## config.mk

```make
export PLATFORM = sky130hd
export DESIGN_NAME = mpram_req_sched
export DESIGN_NICKNAME = d
export VERILOG_FILES = /design/src/rtl/mpram_req_sched.sv
export SDC_FILE = /design/constraint.sdc
export NUM_CORES = 1
export LEC_CHECK = 0
export ABC_AREA = 1
export CORE_ASPECT_RATIO = 1.4
export CORE_MARGIN = 5
export CORE_UTILIZATION = 45
export DETAILED_ROUTE_END_ITERATION = 8
export GPL_TIMING_DRIVEN = 0
export PLACE_DENSITY = 0.77
export RECOVER_POWER = 100
export SYNTH_ARGS = -nofsm -noshare
export SYNTH_HDL_FRONTEND = slang
export SYNTH_SLANG_ARGS = --single-unit
```

## constraint.sdc

```tcl
create_clock -name clk_i -period 3 [get_ports clk_i]
set_input_delay 0.9 -clock clk_i [delete_from_list [all_inputs] [get_ports clk_i]]
set_output_delay 0.9 -clock clk_i [all_outputs]
set_load 0.01 [all_outputs]
```

## src/rtl/mpram_req_sched.sv

```systemverilog
// Two-client request scheduler in front of a dual-port RAM: client a drives RAM port a,
// client b drives RAM port b, with credit-limited reads and per-port response FIFOs.

module mpram_rsp_port #(
    parameter int DEPTH = 4,
    parameter int WIDTH = 32,
    parameter int AW    = 11
) (
    input  logic             clk,
    input  logic             rst_n,
    input  logic             rd_accept,
    input  logic [AW-1:0]    req_addr,
    input  logic [WIDTH-1:0] ram_data,
    input  logic             rsp_ready,
    output logic             credit,
    output logic [AW-1:0]    ram_addr,
    output logic             rsp_valid,
    output logic [WIDTH-1:0] rsp_data
);
    localparam int PW = $clog2(DEPTH);
    localparam int CW = PW + 1;
    localparam logic [CW:0] LIMIT = (CW+1)'(DEPTH);

    logic [WIDTH-1:0] mem [DEPTH];
    logic [PW-1:0]    wr_ptr;
    logic [PW-1:0]    rd_ptr;
    logic [CW-1:0]    count;
    logic             inflight;
    logic [AW-1:0]    addr_q;
    logic             push;
    logic             pop;

    assign push      = inflight;
    assign pop       = rsp_valid & rsp_ready;
    assign rsp_valid = (count != '0);
    assign rsp_data  = mem[rd_ptr];
    assign ram_addr  = rd_accept ? req_addr : addr_q;

    // The read still inside the RAM register holds a slot, so every accepted read has room.
    assign credit = ({1'b0, count} + {{CW{1'b0}}, inflight}) < LIMIT;

    always_ff @(posedge clk or negedge rst_n) begin
        if (!rst_n) begin
            for (int i = 0; i < DEPTH; i++) mem[i] <= '0;
            wr_ptr   <= '0;
            rd_ptr   <= '0;
            count    <= '0;
            inflight <= 1'b0;
            addr_q   <= '0;
        end else begin
            inflight <= rd_accept;
            if (rd_accept) addr_q <= req_addr;
            if (push) begin
                mem[wr_ptr] <= ram_data;
                wr_ptr      <= wr_ptr + PW'(1);
            end
            if (pop) rd_ptr <= rd_ptr + PW'(1);
            case ({push, pop})
                2'b10:   count <= count + CW'(1);
                2'b01:   count <= count - CW'(1);
                default: ;
            endcase
        end
    end
endmodule

module mpram_req_sched #(
    parameter int  P_MEM_DEPTH    = 2048,
    parameter int  P_MEM_WIDTH    = 32,
    parameter int  P_RSP_DEPTH    = 4,
    localparam int LP_INDEX_WIDTH = $clog2(P_MEM_DEPTH)
) (
    input  logic                      clk_i,
    input  logic                      rst_ni,
    input  logic                      a_req_valid_i,
    output logic                      a_req_ready_o,
    input  logic                      a_req_we_i,
    input  logic [LP_INDEX_WIDTH-1:0] a_req_addr_i,
    input  logic [P_MEM_WIDTH-1:0]    a_req_wdata_i,
    output logic                      a_rsp_valid_o,
    input  logic                      a_rsp_ready_i,
    output logic [P_MEM_WIDTH-1:0]    a_rsp_data_o,
    input  logic                      b_req_valid_i,
    output logic                      b_req_ready_o,
    input  logic                      b_req_we_i,
    input  logic [LP_INDEX_WIDTH-1:0] b_req_addr_i,
    input  logic [P_MEM_WIDTH-1:0]    b_req_wdata_i,
    output logic                      b_rsp_valid_o,
    input  logic                      b_rsp_ready_i,
    output logic [P_MEM_WIDTH-1:0]    b_rsp_data_o,
    output logic [LP_INDEX_WIDTH-1:0] rda_addr_o,
    input  logic [P_MEM_WIDTH-1:0]    rda_data_i,
    output logic [LP_INDEX_WIDTH-1:0] wra_addr_o,
    output logic [P_MEM_WIDTH-1:0]    wra_data_o,
    output logic                      wra_valid_o,
    output logic [LP_INDEX_WIDTH-1:0] rdb_addr_o,
    input  logic [P_MEM_WIDTH-1:0]    rdb_data_i,
    output logic [LP_INDEX_WIDTH-1:0] wrb_addr_o,
    output logic [P_MEM_WIDTH-1:0]    wrb_data_o,
    output logic                      wrb_valid_o
);
    logic conflict;
    logic a_credit;
    logic b_credit;
    logic a_rd_accept;
    logic b_rd_accept;

    // Same-address writes on both ports: a wins and b is stalled for the cycle.
    assign conflict = a_req_valid_i & a_req_we_i & b_req_valid_i & b_req_we_i &
                      (a_req_addr_i == b_req_addr_i);

    assign a_req_ready_o = rst_ni & (a_req_we_i | a_credit);
    assign b_req_ready_o = rst_ni & (b_req_we_i ? ~conflict : b_credit);

    assign a_rd_accept = a_req_valid_i & ~a_req_we_i & a_req_ready_o;
    assign b_rd_accept = b_req_valid_i & ~b_req_we_i & b_req_ready_o;

    assign wra_valid_o = a_req_valid_i & a_req_we_i & a_req_ready_o;
    assign wra_addr_o  = a_req_addr_i;
    assign wra_data_o  = a_req_wdata_i;
    assign wrb_valid_o = b_req_valid_i & b_req_we_i & b_req_ready_o;
    assign wrb_addr_o  = b_req_addr_i;
    assign wrb_data_o  = b_req_wdata_i;

    mpram_rsp_port #(
        .DEPTH (P_RSP_DEPTH),
        .WIDTH (P_MEM_WIDTH),
        .AW    (LP_INDEX_WIDTH)
    ) u_port_a (
        .clk       (clk_i),
        .rst_n     (rst_ni),
        .rd_accept (a_rd_accept),
        .req_addr  (a_req_addr_i),
        .ram_data  (rda_data_i),
        .rsp_ready (a_rsp_ready_i),
        .credit    (a_credit),
        .ram_addr  (rda_addr_o),
        .rsp_valid (a_rsp_valid_o),
        .rsp_data  (a_rsp_data_o)
    );

    mpram_rsp_port #(
        .DEPTH (P_RSP_DEPTH),
        .WIDTH (P_MEM_WIDTH),
        .AW    (LP_INDEX_WIDTH)
    ) u_port_b (
        .clk       (clk_i),
        .rst_n     (rst_ni),
        .rd_accept (b_rd_accept),
        .req_addr  (b_req_addr_i),
        .ram_data  (rdb_data_i),
        .rsp_ready (b_rsp_ready_i),
        .credit    (b_credit),
        .ram_addr  (rdb_addr_o),
        .rsp_valid (b_rsp_valid_o),
        .rsp_data  (b_rsp_data_o)
    );
endmodule
```

== Word-level counts from Yosys, hierarchy flattened ==
Index checks and enable logic that the tools add are counted.

* Multiplexer cells: 17
* Bitwise gates (word level): 23
* $add $sub $neg: 10
* Order comparisons: 8
* Reduce and logical (&&, ||, !) cells: 6
* Equal/unequal tests: 5

{| class="wikitable"
|+ Operators with widths
! operator !! number
|-
| $bwmux 128 || 2
|-
| $mux 32 || 6
|-
| $bmux 32 s2 || 2
|-
| $demux 32 s2 || 2
|-
| $mux 11 || 2
|-
| $and 1x1->1 || 15
|-
| $ge 3x3->1 const B || 4
|-
| $not 2->3 || 4
|-
| $pmux 3 s2 || 2
|-
| $eq 11x11->1 || 1
|-
| $add 2x1->2 const B || 4
|-
| $add 3x1->4 || 2
|-
| $lt 4x3->1 const B || 2
|-
| $add 3x1->3 const B || 2
|-
| $lt 3x1->1 const B || 2
|-
| $reduce_bool 3->1 || 2
|-
| $sub 3x1->3 const B || 2
|-
| $eq 2x1->1 const B || 2
|-
| $eq 2x2->1 const B || 2
|-
| $reduce_bool 2->1 || 2
|-
| $not 1->1 || 3
|-
| $logic_and 1x1->1 || 2
|-
| $mux 1 || 1
|-
| $or 1x1->1 || 1
|}

* Bits in registers: 294

== Logic depth before layout (Yosys ltp) ==
* Depth in word-level cells: 9
* Depth in mapped cells: 11
* Mapped depth without buffers: 10

== Hierarchy ==
Synthesis repeated with hierarchy kept, for this count alone.

* Cells, all modules: 1,682
* Area, all modules: 14,428.8 um^2

{| class="wikitable"
|+ Modules (own cells, without submodules)
! module !! times used !! sequential area each (um^2) !! area an instance (um^2) !! cells an instance
|-
| mpram_rsp_port (u_port_a) || 1 || 3,678.5 || 6,765.2 || 765
|-
| mpram_rsp_port (u_port_b) || 1 || 3,678.5 || 6,740.2 || 765
|-
| mpram_req_sched || 1 || 0.0 || 923.4 || 152
|}

== Least setup slack after synthesis ==
Ideal clock, no wire load.

* Path type: input to output
* Start point: in a_req_valid_i
* End point: out rdb_addr_o[1]
* Data arrival time: 1.674 ns
* Slack: 0.426 ns
* Path buffers: 1
* Stages: 9
* Cell sequence: nand2_1 -> nor2_1 -> nand3_1 -> nor2_1 -> nand3_2 -> nand3_2 -> buf_6 -> nand2_1 -> nand2_1

* Longest elaborated chain between the ends: 9

{| class="wikitable"
|+ RTL lines
! what !! line !! text
|-
| start, declared || 75 || <nowiki>input logic a_req_valid_i,</nowiki>
|-
| $and 1x1->1 (4 in a row) || 109 || <nowiki>assign conflict = a_req_valid_i & a_req_we_i & b_req_valid_i & b_req_we_i &</nowiki>
|-
| $not 1->1 || 113 || <nowiki>assign b_req_ready_o = rst_ni & (b_req_we_i ? ~conflict : b_credit);</nowiki>
|-
| $mux 1 || 113 ||
|-
| $and 1x1->1 || 113 ||
|-
| $and 1x1->1 || 116 || <nowiki>assign b_rd_accept = b_req_valid_i & ~b_req_we_i & b_req_ready_o;</nowiki>
|-
| $mux 11 || 37 || <nowiki>assign ram_addr = rd_accept ? req_addr : addr_q;</nowiki>
|-
| end, declared || 96 || <nowiki>output logic [LP_INDEX_WIDTH-1:0] rdb_addr_o,</nowiki>
|}

Every way passes these cells.

== Final worst setup path ==
* Start point: in a_req_addr_i[3]
* End point: out b_req_ready_o

* Longest elaborated chain between the ends: 5

{| class="wikitable"
|+ RTL lines
! what !! line !! text
|-
| start, declared || 78 || <nowiki>input logic [LP_INDEX_WIDTH-1:0] a_req_addr_i,</nowiki>
|-
| $eq 11x11->1 || 110 || <nowiki>(a_req_addr_i == b_req_addr_i);</nowiki>
|-
| $and 1x1->1 || 109 ||
|-
| $not 1->1 || 113 ||
|-
| $mux 1 || 113 ||
|-
| $and 1x1->1 || 113 ||
|-
| end, declared || 84 || <nowiki>output logic b_req_ready_o,</nowiki>
|}

Every way passes these cells.

==> results.json <==
{
  "max_stage_delay_ns": 0.24,
  "required_ns": 2.10,
  "start_util_pct": 45.7,
  "critPathTopFamily": "buffers and inverters",
  "clock_latency_ns": 0.56,
  "cts_inserted_buffers": 29,
  "fin_crit_ns": 2.94,
  "final_util_pct": 60.9,
  "io_pins": 336,
  "cts_buffer_depth": 3,
  "critPathKind": "in -> out",
  "gp_congestion": 0.858,
  "final-setup-viol-count": 0,
  "ys_top_cells_by_count": "401 x o21ai_0, 345 x nand2_1, 294 x dfrtp_1",
  "finClkSkew_ns": 0.0298,
  "nets": 2075,
  "grt_pass1_wl_mm": 66.7,
  "fillCellCount": 2529,
  "finalCritPeriodShare_pct": 98.0,
  "drv_cap": 3,
  "cp_cell_sequence": "buf_4, xnor2_2, nand2_2, nor2_4, nand3_4, buf_4, nand2_1, inv_1, clkdlybuf4s15_1",
  "synth_edf_count": 0,
  "die_area_mm2": 0.0334,
  "synth_top_area_cell": "dfrtp_1",
  "cts.root.buffer_cell": "clkbuf_16",
  "slew_headroom_pct": -49.5,
  "p_int_mw": 11.2,
  "die_h_um": 214,
  "placed_cells": 2229,
  "worst_pin_slew_ns": 2.24,
  "rsz0062_at_grt": "yes",
  "p_leak_nw": 8.71,
  "antenna_found_initial": 2,
  "synthesis.area_mm2": 0.0134,
  "power.density_mw_per_mm2": 1020,
  "seqPwrFrac_pct": 38.1,
  "crit_top_cell": "buf_4",
  "critPathBufInv": 4,
  "slew_violations": 132,
  "vias": 12500,
  "hold_violations": 0,
  "grt_pass1_vias": 13000,
  "critPathLaunchType": "input port",
  "clock_power_share_pct": 20.0,
  "synth_seq_area_share_pct": 54.8,
  "crit_slowest_cell": "clkdlybuf4s15_1",
  "wire_per_inst_um": 18.1,
  "ctsHtreeMaxLevel": 1,
  "p_comb_share_pct": 41.9,
  "cts_tree": "built",
  "synthArstFlopShare_pct": 100,
  "cts_sinks": 294,
  "drive_gt1_share_pct": 17.4,
  "die_width_um": 156,
  "hold_slack_ns": 0.174,
  "yosys.cell_types.count": 25,
  "switchingPower_mw": 7.02,
  "synthTopCellsByArea": "dfrtp_1 55%, o21ai_0 15%, nand2_1 9.6%",
  "antenna_cells": 0,
  "dr.pass1.iters": 5,
  "synth.most_common_cell": "o21ai_0",
  "status": "complete, but fails checks",
  "first_iter_violations": 907,
  "ff_latch_area_mm2": 0.00736,
  "cts.reportedPaths.clkPinSlew_ns": 0.06,
  "syn_inst": 1576,
  "power_mw": 18.3,
  "syn_nets": 1746,
  "cp_max_fo": 5,
  "drc": 0,
  "hp-class": "in -> async",
  "fmax_ghz": 0.340,
  "portBuffers": 271,
  "detail-route-antenna-nets": 0,
  "grt_overflow": 0,
  "synth_seq_cells": 294,
  "dp_hpwl_mm": 28.0,
  "yosysWarnings": 0,
  "wl_mm": 41.7,
  "synthToLayoutAreaGrowth_pct": 33.1,
  "swShare_pct": 38.4,
  "avgSynthCellArea_um2": 8.52,
  "violations": "capacitance limit, slew limit",
  "fp-row-count": 74,
  "multi_input_area_mm2": 0.00486,
  "synth_ff_type": "dfrtp_1",
  "fin_cells": 2307,
  "gr-usage-all-layers_pct": 24.2,
  "ir_drop_mv": 0.679,
  "netlist.area_leader.share_pct": 54.8,
  "cp-end-kind": "primary output",
  "grt_max_degree": 103,
  "vias_per_cell": 5.42,
  "arrival_ns": 2.04,
  "core-area_mm2": 0.0294
}
[per-stage QoR]
stage                     setup WS (ns)  cell area [um2]  TNS [ns]
after CTS                      0.000331            17900         0
after detailed placement          -1.32            16700    -27.87
final                            0.0605            17900         0
after global routing            -0.0154            17900   -0.0815
after global placement           -11.71            16600  -3829.43
after floorplan                   0.426            13400         0
[state kept, by name, indices dropped and copies added (netlist names)]
register and count:
u_port_a.addr_q 11, u_port_a.count 3, u_port_a.inflight 1, u_port_a.mem 128
u_port_a.rd_ptr 2, u_port_a.wr_ptr 2, u_port_b.addr_q 11, u_port_b.count 3
u_port_b.inflight 1, u_port_b.mem 128, u_port_b.rd_ptr 2, u_port_b.wr_ptr 2
[timing repair]
item / 4_1_cts / 5_1_grt
gates cloned: 8 / 1
endpoints found under the setup margin: 107 / 57
endpoints found under the hold margin: 0 / 0
setup buffers: 10 / 6
resized for setup: 402 / 99
pin swaps: 25 / 21
hold buffers: 0 / 0
[layout by cell type (no fill, tap or decap), types with 3 or more instances in the layout]
cell             netlist  final
nand3_1                4      4
clkbuf_4               0     20
nor2_1               138    134
nand2_4                0      5
xor2_1                 7      7
dfrtp_1              294    293
nand2_1              345    318
o22ai_2                0      7
clkbuf_16              0     29
o22ai_1               64     57
clkbuf_8               0     13
buf_2                 10     41
xnor2_1                6      4
inv_2                  2      9
nand2_2                0     22
clkbuf_1              81     58
clkinv_2               0      8
clkdlybuf4s50_1        0    154
clkdlybuf4s15_2        0      4
buf_4                 88    107
nor2_4                 0      4
inv_1                 99     92
ha_1                  10     10
o21ai_0              401    393
clkdlybuf4s15_1        0      3
o21ai_1                1      8
clkbuf_2               1     28
buf_6                  1     22
dlygate4sd2_1          0     38
a21oi_1                4      3
nand4_1               11     11
[worst paths after layout]
check	startpoint	to	slack, ns	cells after the start
worst min register to register	u_port_a.addr_q[2]	u_port_a.addr_q[2]	0.48	2
min in group clk_i	u_port_a.addr_q[2]	u_port_a.addr_q[2]	0.48	2
worst max register to register	u_port_a.count[0]	u_port_a.count[2]	0.96	9
max in group asynchronous	rst_ni	u_port_b.mem[82]	0.40	4
worst max-delay path	a_req_addr_i[3]	b_req_ready_o	0.06	9
worst min-delay path	rst_ni	u_port_a.mem[106]	0.17	1
[cell families (layout without fill, tap and decap cells)]
| group | Yosys count | after routing | share of synthesized area, % |
|---|---|---|---|
| adder cells (fa/ha/maj) | 12 | 12 | 1.23 |
| AND/OR/NAND/NOR | 503 | 503 | 14.5 |
| AO/OA/AOI/OAI | 470 | 470 | 18.1 |
| XOR/XNOR | 13 | 13 | 0.848 |
| flip-flops | 294 | 294 | 54.8 |
| buffers and inverters | 284 | 635 | 10.6 |
[power groups by stage]
stage               registers, mW  clock network (mW)  logic [mW]
floorplan                    6.67                   0        4.31
global placement             6.88                   0        7.60
detailed placement           6.94                   0        7.84
CTS                          6.91                3.71        7.56
global route                 7.16                3.87        8.49
finish                       6.96                3.64        7.65
[area by class of cell]
cell class	instances	share of cell area, %
flip-flops and latches	294	41.2
multi-input cells	998	27.2
repair buffers	298	14.7
plain buffers	182	6.73
clock buffers	42	4.89
well taps	380	2.66
inverters	102	2.17
clock inverters	11	0.490
[per-layer routing]
layer,up-vias,routed length (um),global-route usage [%]
met5,-,34,0
met4,4,1160,8.67
met3,97,3500,4.20
met2,615,21700,43.0
met1,6054,15300,29.3
li1,5731,-,-
(Power assumes the default switching activity.)
